<file path="config.mk">
export PLATFORM = sky130hd
export DESIGN_NAME = note_tone_gen
export DESIGN_NICKNAME = d
export VERILOG_FILES = /design/src/rtl/note_tone_gen.sv
export SDC_FILE = /design/constraint.sdc
export NUM_CORES = 1
export LEC_CHECK = 0
export CELL_PAD_IN_SITES_DETAIL_PLACEMENT = 1
export CELL_PAD_IN_SITES_GLOBAL_PLACEMENT = 2
export CORE_ASPECT_RATIO = 0.9
export CORE_MARGIN = 3
export CORE_UTILIZATION = 41
export DETAILED_ROUTE_END_ITERATION = 7
export PLACE_DENSITY_LB_ADDON = 0.1
export SETUP_SLACK_MARGIN = 0.4
export SKIP_LAST_GASP = 1
export SLEW_MARGIN = 20
export SYNTH_ARGS = -nofsm -noshare
export SYNTH_HDL_FRONTEND = slang
export SYNTH_SLANG_ARGS = --single-unit
</file>
<file path="constraint.sdc">
create_clock -name CLK -period 5.4 [get_ports CLK]
set_input_delay 0.54 -clock CLK [delete_from_list [all_inputs] [get_ports CLK]]
set_output_delay 0.54 -clock CLK [all_outputs]
set_load 0.03 [all_outputs]
</file>
<file path="src/rtl/note_tone_gen.sv">
// note_tone_gen: turns the 4-bit note code into a square-wave tone.
// A code must hold steady for SETTLE_CYCLES samples before it is accepted.
// The accepted code then selects a half-period count, and a free-running
// divider toggles the tone output at that rate.
`timescale 1ns/1ps

module note_tone_gen #(
    parameter int SETTLE_CYCLES = 4,
    parameter int DIV_SHIFT     = 0
) (
    input  logic       CLK,
    input  logic       RESET_N,
    input  logic [3:0] note_in,
    output logic       tone,
    output logic       playing,
    output logic [3:0] cur_note,
    output logic       note_chg
);

    localparam int CW = (SETTLE_CYCLES > 1) ? $clog2(SETTLE_CYCLES) : 1;
    localparam logic [CW-1:0] SETTLE_MAX = CW'(SETTLE_CYCLES - 1);

    typedef enum logic {
        IDLE,
        PLAY
    } state_t;

    // Half-period in clock cycles for each note, scaled down by DIV_SHIFT.
    // The result never drops below one cycle.
    function automatic logic [17:0] halfOf(input logic [3:0] code);
        logic [17:0] base;
        logic [17:0] shifted;
        case (code)
            4'd1:    base = 18'd191110;
            4'd2:    base = 18'd170265;
            4'd3:    base = 18'd151685;
            4'd4:    base = 18'd143172;
            4'd5:    base = 18'd127551;
            4'd6:    base = 18'd113636;
            4'd7:    base = 18'd101239;
            4'd8:    base = 18'd95557;
            default: base = 18'd1;
        endcase
        shifted = base >> DIV_SHIFT;
        return (shifted == 18'd0) ? 18'd1 : shifted;
    endfunction

    logic [3:0]    w_noteNorm;
    logic          w_accept;
    logic [17:0]   w_halfM1;
    logic [3:0]    r_cand;
    logic [CW-1:0] r_settleCnt;
    logic [3:0]    r_cur;
    logic          r_noteChg;
    logic          r_tone;
    logic [17:0]   r_div;
    state_t        r_state;
    state_t        w_nextState;

    // Codes 9-15 mean "no note", so fold them to 0 before anything looks at them.
    always_comb begin
        w_noteNorm = note_in;
        if (note_in > 4'd8) begin
            w_noteNorm = 4'd0;
        end
    end

    // Accept once the candidate has been stable long enough and differs from the current note.
    always_comb begin
        w_accept = (r_settleCnt == SETTLE_MAX) && (r_cand == w_noteNorm) && (r_cand != r_cur);
        w_halfM1 = halfOf(r_cur) - 18'd1;
    end

    // Track the most recent code and how long it has stayed unchanged, saturating at the limit.
    always_ff @(posedge CLK or negedge RESET_N) begin
        if (!RESET_N) begin
            r_cand      <= 4'd0;
            r_settleCnt <= '0;
        end else if (w_noteNorm != r_cand) begin
            r_cand      <= w_noteNorm;
            r_settleCnt <= '0;
        end else if (r_settleCnt != SETTLE_MAX) begin
            r_settleCnt <= r_settleCnt + CW'(1);
        end
    end

    // Latch the accepted code and pulse the change flag for exactly that cycle.
    always_ff @(posedge CLK or negedge RESET_N) begin
        if (!RESET_N) begin
            r_cur     <= 4'd0;
            r_noteChg <= 1'b0;
        end else begin
            r_noteChg <= w_accept;
            if (w_accept) begin
                r_cur <= r_cand;
            end
        end
    end

    // State register.
    always_ff @(posedge CLK or negedge RESET_N) begin
        if (!RESET_N) begin
            r_state <= IDLE;
        end else begin
            r_state <= w_nextState;
        end
    end

    // Next-state logic: a non-zero acceptance starts playback, accepting "none" stops it.
    always_comb begin
        w_nextState = r_state;
        case (r_state)
            IDLE: if (w_accept && (r_cand != 4'd0)) w_nextState = PLAY;
            PLAY: if (w_accept && (r_cand == 4'd0)) w_nextState = IDLE;
            default: w_nextState = IDLE;
        endcase
    end

    // Output logic for the state machine.
    always_comb begin
        playing = 1'b0;
        if (r_state == PLAY) begin
            playing = 1'b1;
        end
    end

    // Tone divider. An acceptance wins over a terminal count, so every new note starts low from phase zero.
    always_ff @(posedge CLK or negedge RESET_N) begin
        if (!RESET_N) begin
            r_div  <= 18'd0;
            r_tone <= 1'b0;
        end else if (w_accept) begin
            r_div  <= 18'd0;
            r_tone <= 1'b0;
        end else if (r_state == PLAY) begin
            if (r_div == w_halfM1) begin
                r_div  <= 18'd0;
                r_tone <= ~r_tone;
            end else begin
                r_div <= r_div + 18'd1;
            end
        end else begin
            r_div  <= 18'd0;
            r_tone <= 1'b0;
        end
    end

    assign tone     = r_tone;
    assign cur_note = r_cur;
    assign note_chg = r_noteChg;

endmodule
</file>
== Word-level counts from Yosys, hierarchy flattened ==
Memories as Yosys holds them, arrays and structs flattened.
Index checks and enable logic that the tools add are counted.
Operators by class
  bitwise operators: 2
  add/sub/neg operators: 3
  reduce and logical (&&, ||, !) cells: 8
  equality and inequality tests: 7
  $lt $le $gt $ge: 1
  mux-type cells: 14
Operator list (count)
  $mux W18: 4
  $add A18 B1 Y18 const B: 1
  $eq A18 B18 Y1: 1
  $logic_not A18 Y1: 1
  $sub A18 B1 Y18 const B: 1
  $ne A4 B4 Y1: 2
  $mux W1: 6
  $eq A4 B4 Y1: 1
  $gt A4 B4 Y1 const B: 1
  $logic_and A1 B1 Y1: 4
  $logic_not A4 Y1: 1
  $mux W2: 2
  $mux W4: 1
  $reduce_bool A4 Y1: 1
  $ne A3 B2 Y1 const B: 1
  $add A2 B1 Y2 const B: 1
  $eq A2 B2 Y1 const B: 1
  $ne A2 B2 Y1 const B: 1
  $not A1 Y1: 2
  $pmux W1 S2: 1
  $reduce_bool A2 Y1: 1
Word-level totals
  memory bits (read-only): 288
  word-level logic and storage cells: 43
  output and inout bits: 7
  register bits: 31
  memories: 1
Memories
  (name not given): words 16, width 18, rd ports 1, clocked after memory_dff 0, write ports 0, RTL line 33  | case (code)

== Depth between registers and ports, before layout ==
Gate-level depths: netlist of the first run.
  depth in word-level cells: 8
  mapped depth: 13
  mapped depth without buffers: 11

== Worst setup path before layout of the first run ==
OpenSTA, ideal clock, no wires.
  path kind: register -> register
  from: reg r_cur[0] (netlist: cur_note[0])
  to: reg r_div[11]
  arrival: 2.789 ns
  required time: 5.281 ns
  period minus slack after synthesis: 2.908 ns
  buffers on the path: 2
  library setup time: 0.119 ns
  cell stages (with the launch flop): 11
  path slack: 2.492 ns
  path through: dfrtp_1 -> buf_2 -> inv_1 -> ha_1 -> and3b_4 -> or3_4 -> a2111oi_4 -> o2111ai_2 -> o21bai_4 -> buf_4 -> nor2_1
Between the ends
  longest elaborated chain between the ends: 8
  elaborated cells on any way between the ends: 10
RTL lines
  start, declared: RTL line 53  | logic [3:0] r_cur;
  start signal, assigned: RTL line 95  | r_cur <= r_cand;
  $mem_v2 Z16 W18
  $logic_not A18 Y1: RTL line 45  | return (shifted == 18'd0) ? 18'd1 : shifted;
  $mux W18: RTL line 45
  $sub A18 B1 Y18: RTL line 71  | w_halfM1 = halfOf(r_cur) - 18'd1;
  $eq A18 B18 Y1: RTL line 136  | if (r_div == w_halfM1) begin
  $mux W18: RTL line 136
  $mux W18: RTL line 135  | end else if (r_state == PLAY) begin
  $mux W18 (*): RTL line 132  | end else if (w_accept) begin
  end signal, assigned: RTL line 140  | r_div <= r_div + 18'd1;
  end, declared: RTL line 56  | logic [17:0] r_div;
Mark *: on every way between the ends. The rest lies on a longest branch, timed or not.
A chain may end at the register's enable or synchronous reset.

== Worst setup path after layout of the first run ==
  from: reg r_cur[2] (netlist: cur_note[2])
  to: reg r_div[14]
Same word-level chain as after synthesis.

==> results of run 1 <==
[state kept, by name, indices dropped and copies added (netlist names), named ones only]
register	flops
note_chg	1
r_div	18
cur_note	4
tone	1
r_settleCnt	2
r_cand	4
[layout make-up]
class / instances / area [um^2]
well taps: 65 / 81.33
fillers: 596 / 2564
flip-flops and latches: 31 / 775.7
clock buffers: 6 / 82.58
repair buffers: 14 / 135.1
multi-input cells: 199 / 1379
inverters: 6 / 22.52
clock inverters: 1 / 5.005
[stage by stage]
stage,power (W),hold WS (ns),setup slack [ns]
2_1_floorplan,0.0003514,0.2444,2.492
3_3_place_gp,0.0003872,0.5176,2.190
3_5_place_dp,0.0003888,0.5229,2.144
4_1_cts,0.0005798,0.5384,2.122
5_1_grt,0.0006089,0.5664,1.763
6_report,0.0005672,0.5285,2.153
[worst min-delay path by stage]
stage                     cells past startpoint              to  slack [ns]            from
after floorplan                               0       async pin        0.24         RESET_N
after global placement                        2  r_settleCnt[1]        0.52  r_settleCnt[1]
after detailed placement                      2  r_settleCnt[1]        0.52  r_settleCnt[1]
after CTS                                     2  r_settleCnt[1]        0.54  r_settleCnt[1]
after global routing                          2  r_settleCnt[1]        0.57  r_settleCnt[1]
final                                         2  r_settleCnt[1]        0.53  r_settleCnt[1]
[per-layer routing]
layer / vias up / track usage [%]
li1: 882 / -
met1: 881 / 27.84
met2: 14 / 25.99
met3: 5 / 3.459
met4: 0 / 5.788
met5: - / 0
[cell usage after synthesis, types with 2 or more instances]
cell type / instances / area share, %
inv_1: 6 / 1.0
dfrtp_1: 31 / 35
buf_2: 3 / 0.67
xnor2_1: 22 / 8.6
o21ai_0: 10 / 2.2
nor3_1: 3 / 0.67
buf_6: 3 / 1.5
buf_4: 2 / 0.67
nor2b_1: 5 / 1.4
a21oi_1: 8 / 1.8
a22o_1: 2 / 0.78
a31oi_1: 2 / 0.56
ha_1: 9 / 5.0
o2bb2ai_1: 2 / 0.78
nor2_1: 33 / 5.5
xor2_1: 16 / 6.3
or3_1: 3 / 0.84
mux2i_1: 5 / 2.2
nand2b_1: 5 / 1.4
o32ai_1: 2 / 0.78
a211oi_1: 3 / 1.0
nand3_1: 8 / 1.8
and4b_1: 2 / 0.89
nand2_1: 18 / 3.0
and3_1: 5 / 1.4
o211ai_1: 3 / 1.0
a22oi_1: 4 / 1.3
mux2_2: 4 / 2.0
nand4_1: 5 / 1.4
nor4_1: 3 / 0.84
nor3b_1: 3 / 1.0
[cell usage in the layout, fill, tap and decap left out, drive strengths merged, types with 6 or more instances in the layout]
cell           count
nand3              8
clkdlybuf4s50     12
inv                6
o21ai             10
nand2             18
xor2              16
clkbuf             6
ha                 9
nor2              33
xnor2             22
dfrtp             31
a21oi              8
[kinds of logic (layout without fill, tap and decap cells)]
kind of cell / count (synthesis) / in the layout / synth area share, %
mux: 9 / 9 / 4.243
fa+ha+maj: 9 / 9 / 5.025
xor+xnor: 38 / 38 / 14.85
buf+inv: 14 / 27 / 3.852
compound gates: 44 / 44 / 14.69
simple gates: 99 / 99 / 22.72
flops: 31 / 31 / 34.62
[tightest hold or removal path: stages, from the launching register on]
cell     delay, ns
dfrtp_1       0.34
mux2i_1       0.07
nor2_1        0.08
[report_power, final]
part | switching [W] | total (W) | internal, W
combinational | 0.0000715 | 0.000133 | 0.0000615
clock | 0.0000838 | 0.000184 | 0.0000998
sequential | 0.0000129 | 0.000251 | 0.000238
==> impl_metrics.tcl, run 1 <==
set metrics [dict create \
    status "finished clean" \
    endpoint "r_div[14]" \
    clock_skew_ns 0.003862 \
    path_max_fanout 31 \
    fmax_ghz 0.3080 \
    startpoint "cur_note[2]" \
    worstPathArrival_ns 3.39 \
    ys.flop_type "dfrtp_1" \
    path_clk_slew_ns 0.06 \
    r2r_slack_ns 2.15 \
    synth.avg_cell_area_um2 9.184 \
    post_cts_buffers 0 \
    routed_wire_length_per_instance_um 16.50 \
    die_area_um2 6390 \
    wl_met2_um 2340 \
    first_pass_iters 4 \
    topRoutingLayerUsed "met4" \
    power_density_nw_per_um2 228.6 \
    postSynthCellCount 244 \
    coreArea_um2 5045 \
    synth_seq_area_share_pct 34.62 \
    synth_seq_cells 31 \
    initial_utilization_pct 44.42 \
    critical_path_required_ns 5.55 \
    areaGrowthSynthToFinish_pct 10.72 \
    timing.rr.start "cur_note[2]" \
    place_inst 315 \
    critPathBufInv 0 \
    synth_nets 259 \
    dp_hpwl_um 3918 \
    finalCriticalPeriod_ns 3.247 \
    peakVddDrop_uv 117.9 \
    crit_path_top_delay_cell "dfrtp_1" \
    r2r.worst_path.cells 9 \
    via_count 1782 \
    antenna_found_initial 0 \
    critPathMaxStageDelay_ns 0.94 \
    tightest_slew_ns 0.9106 \
    routed_via_density 5.534 \
    setup-tns-final_ns 0 \
    diodes 0 \
    grt_pass1_wl_um 9439 \
    total_leakage_power_nw 0.9808 \
    clock_latency_ns 0.28 \
    grt_pass1_vias 1783 \
    rows 24 \
    gp_congestion 0.7427 \
    slew_violations 0 \
    startpoint_type "flip-flop" \
    ant_nets 0 \
    path_class "reg2reg" \
    cts.sinks 31 \
    port_buffers 12 \
    rsz0062_at_grt "false" \
    grt_max_degree 33 \
    dr_wl_met3_um 119 \
    worst-path-stages 9 \
    ys_warn_count 0 \
    reg2reg_to "r_div[14]" \
    cts_hold_buf 0 \
    crit_path_cell_trace "nand2b_1, a21oi_1, ha_1, xor2_1, nand3_1, a2111oi_4, o2111ai_2, o21bai_4, nor2_1" \
    setup_viol 0 \
    final_nets 272 \
    crit_family "compound AO/OA/AOI/OAI gates" \
    htreeDepth 2 \
    cap_viol_max_count 0 \
    async_flop_share_pct 100.0 \
    wl_met1_um 2789 \
    grt_overflow 0 \
    ys_types 45 \
    grt_usage_pct 18.33 \
    dr.first_iter.drc_count 71 \
    drc 0 \
    hold_viol_final 0 \
    cts_buffers 5 \
    utilization_pct 49.18 \
    min_path_type "reg2reg" \
    synth_edf_count 0 \
    drive_above_1_share_pct 7.393 \
    ctsLongestPathBuffers 2 \
    slew_headroom_pct 39.29 \
    wl_um 5314 \
    placed_cell_area_um2 2394 \
    final_cells 322 \
    post_synth_instance_area_um2 2241 \
    cts_tree "yes" \
    die_w_um 83.93 \
    post_cts_resized 0 \
    min_period_over_period_pct 60.13 \
    die_h_um 76.14 \
    clock-root-buffer "clkbuf_8" \
    setup.worst_path.end_class "flip-flop" \
    pin_count 13 \
    fin_area_um2 2481 \
]
No activity file was read; power rests on OpenSTA's default activity.
==> inputs of run 2 (changes only) <==
--- a/config.mk
+++ b/config.mk
@@ -9,7 +9,7 @@
 export CELL_PAD_IN_SITES_GLOBAL_PLACEMENT = 2
 export CORE_ASPECT_RATIO = 0.9
 export CORE_MARGIN = 3
-export CORE_UTILIZATION = 41
+export CORE_UTILIZATION = 38
 export DETAILED_ROUTE_END_ITERATION = 7
 export PLACE_DENSITY_LB_ADDON = 0.1
 export SETUP_SLACK_MARGIN = 0.4
==> constraint.sdc (replaced) <==
create_clock -name CLK -period 3.13 [get_ports CLK]
set_input_delay 0.313 -clock CLK [delete_from_list [all_inputs] [get_ports CLK]]
set_output_delay 0.313 -clock CLK [all_outputs]
set_load 0.03 [all_outputs]
==> impl_metrics.tcl, run 2 (synthesis gave the netlist of run 1 again) <==
set metrics [dict create \
    grt_pass1_wl_um 9632 \
    largest_register_ffs 18 \
    path_max_fanout 6 \
    dr.first_iter.drc_count 111 \
    dp_hpwl_um 4053 \
    gp_congestion 0.7850 \
    pin_count 13 \
    coreArea_um2 5474 \
    setup-tns-final_ns 0 \
    ant_nets 0 \
    grt_max_degree 33 \
    ctsLongestPathBuffers 2 \
    total_leakage_power_nw 1.051 \
    rows 25 \
    diodes 0 \
    power_density_nw_per_um2 380.3 \
    rsz0062_at_grt "false" \
    dpl_worst_slack_ns 0.1533 \
    die_area_um2 6856 \
    status "finished clean" \
    first_pass_iters 4 \
    areaGrowthSynthToFinish_pct 21.38 \
    mostFrequentLayoutCell "nor2_1" \
    path_clk_slew_ns 0.07 \
    cts.sinks 31 \
    tightest_slew_ns 0.4229 \
    grt_usage_pct 18.01 \
    grt_pass1_vias 1886 \
    initial_utilization_pct 40.94 \
    slew_violations 0 \
    min_path_type "in2async" \
    routed_wire_length_per_instance_um 17.09 \
    startpoint_type "flip-flop" \
    clock_latency_ns 0.28 \
    setup_viol 0 \
    die_h_um 78.85 \
    cts_buffers 5 \
    die_w_um 86.95 \
    worst_slack_ns 0.4444 \
    clock-root-buffer "clkbuf_8" \
    grt_overflow 0 \
    htreeDepth 2 \
    critical_path_required_ns 3.34 \
    finalCriticalPeriod_ns 2.686 \
    hold_viol_final 0 \
    slew_headroom_pct 71.81 \
    utilization_pct 49.69 \
    cap_viol_max_count 0 \
    peakVddDrop_uv 292.8 \
    port_buffers 12 \
    worstPathArrival_ns 2.90 \
    routed_via_density 5.385 \
    n_fill_cell 639 \
    clock_skew_ns 0.004693 \
    wl_um 5810 \
    cts_hold_buf 0 \
    min_period_over_period_pct 85.80 \
    final_nets 287 \
    setup.worst_path.end_class "flip-flop" \
    drive_above_1_share_pct 20.51 \
    drc 0 \
    largest_register "r_div" \
    antenna_found_initial 0 \
    via_count 1831 \
    fmax_ghz 0.3724 \
    layout_common_cells "nor2_1 (33), dfrtp_1 (27), xnor2_1 (21)" \
    path_class "reg2reg" \
    cts_tree "yes" \
]
[run 2: final timing paths]
check	start	endpoint	slack [ns]	cells past startpoint
max	cur_note[0]	tone	0.44	9
min	RESET_N	r_cand[0]	0.43	2
max reg2reg	cur_note[0]	tone	0.44	9
min reg2reg	r_settleCnt[1]	r_settleCnt[1]	0.55	2
max in group asynchronous	RESET_N	cur_note[3]	2.37	2
min in group CLK	r_settleCnt[1]	r_settleCnt[1]	0.55	2
[run 2: routing by layer]
| layer | part of all wire, % | global-route usage, % | wire length [um] |
|---|---|---|---|
| met1 | 52 | 26.94 | 2999 |
| met2 | 45 | 25.80 | 2595 |
| met3 | 2.2 | 3.423 | 126 |
| met4 | 1.5 | 5.763 | 89 |
| met5 | 0 | 0 | 0 |
[run 2: power breakdown]
group          internal [W]  leakage (nW)  switching (W)  total, W
clock network      0.000155        0.0412       0.000157  0.000313
logic              0.000142         0.595       0.000152  0.000294
registers          0.000411         0.415      0.0000173  0.000428
total              0.000708          1.05       0.000327   0.00103
[run 2: through the flow]
stage | instance area, um^2 | hold WS [ns] | total power [W] | cells
final | 2720 | 0.4269 | 0.001035 | 340
after global routing | 2720 | 0.4646 | 0.001105 | 340
after CTS | 2565 | 0.4323 | 0.001017 | 331
after detailed placement | 2429 | 0.5350 | 0.0006797 | 319
after global placement | 2429 | 0.5145 | 0.0006782 | 319
after floorplan | 2262 | 0.01741 | 0.0006114 | 244
[run 2: layout make-up]
class | instances | area (um^2) | area share, %
sequential | 31 | 783.3 | 28.79
multi-input combinational | 199 | 1480 | 54.42
inverter | 6 | 27.53 | 1.012
clock inverter | 2 | 12.51 | 0.4600
clock buffer | 6 | 72.57 | 2.668
tap | 67 | 83.83 | 3.082
timing repair buffer | 29 | 260.3 | 9.568
[run 2: worst max-delay path, cell delays in order, from the launching register on]
cell	delay, ns
dfrtp_2	0.48
inv_4	0.10
ha_2	0.31
or3_1	0.39
o211ai_1	0.13
and4b_2	0.32
and3_4	0.21
o2111ai_4	0.14
or3_1	0.42
a21oi_2	0.13
[run 2: timing repair]
item | 4_1_cts | 5_1_grt
setup buffers | 4 | 9
gates resized for setup | 4 | 22
pin swaps | 2 | 5
setup endpoints to repair | 19 | 19
==> inputs of run 3 (changes only) <==
--- a/config.mk
+++ b/config.mk
@@ -11,6 +11,7 @@
 export CORE_MARGIN = 3
 export CORE_UTILIZATION = 38
 export DETAILED_ROUTE_END_ITERATION = 7
+export HOLD_SLACK_MARGIN = 0.08
 export PLACE_DENSITY_LB_ADDON = 0.1
 export SETUP_SLACK_MARGIN = 0.4
 export SKIP_LAST_GASP = 1
==> results of run 3 <==
Same layout as run 2: the final DEF is identical, and so are final timing and power.
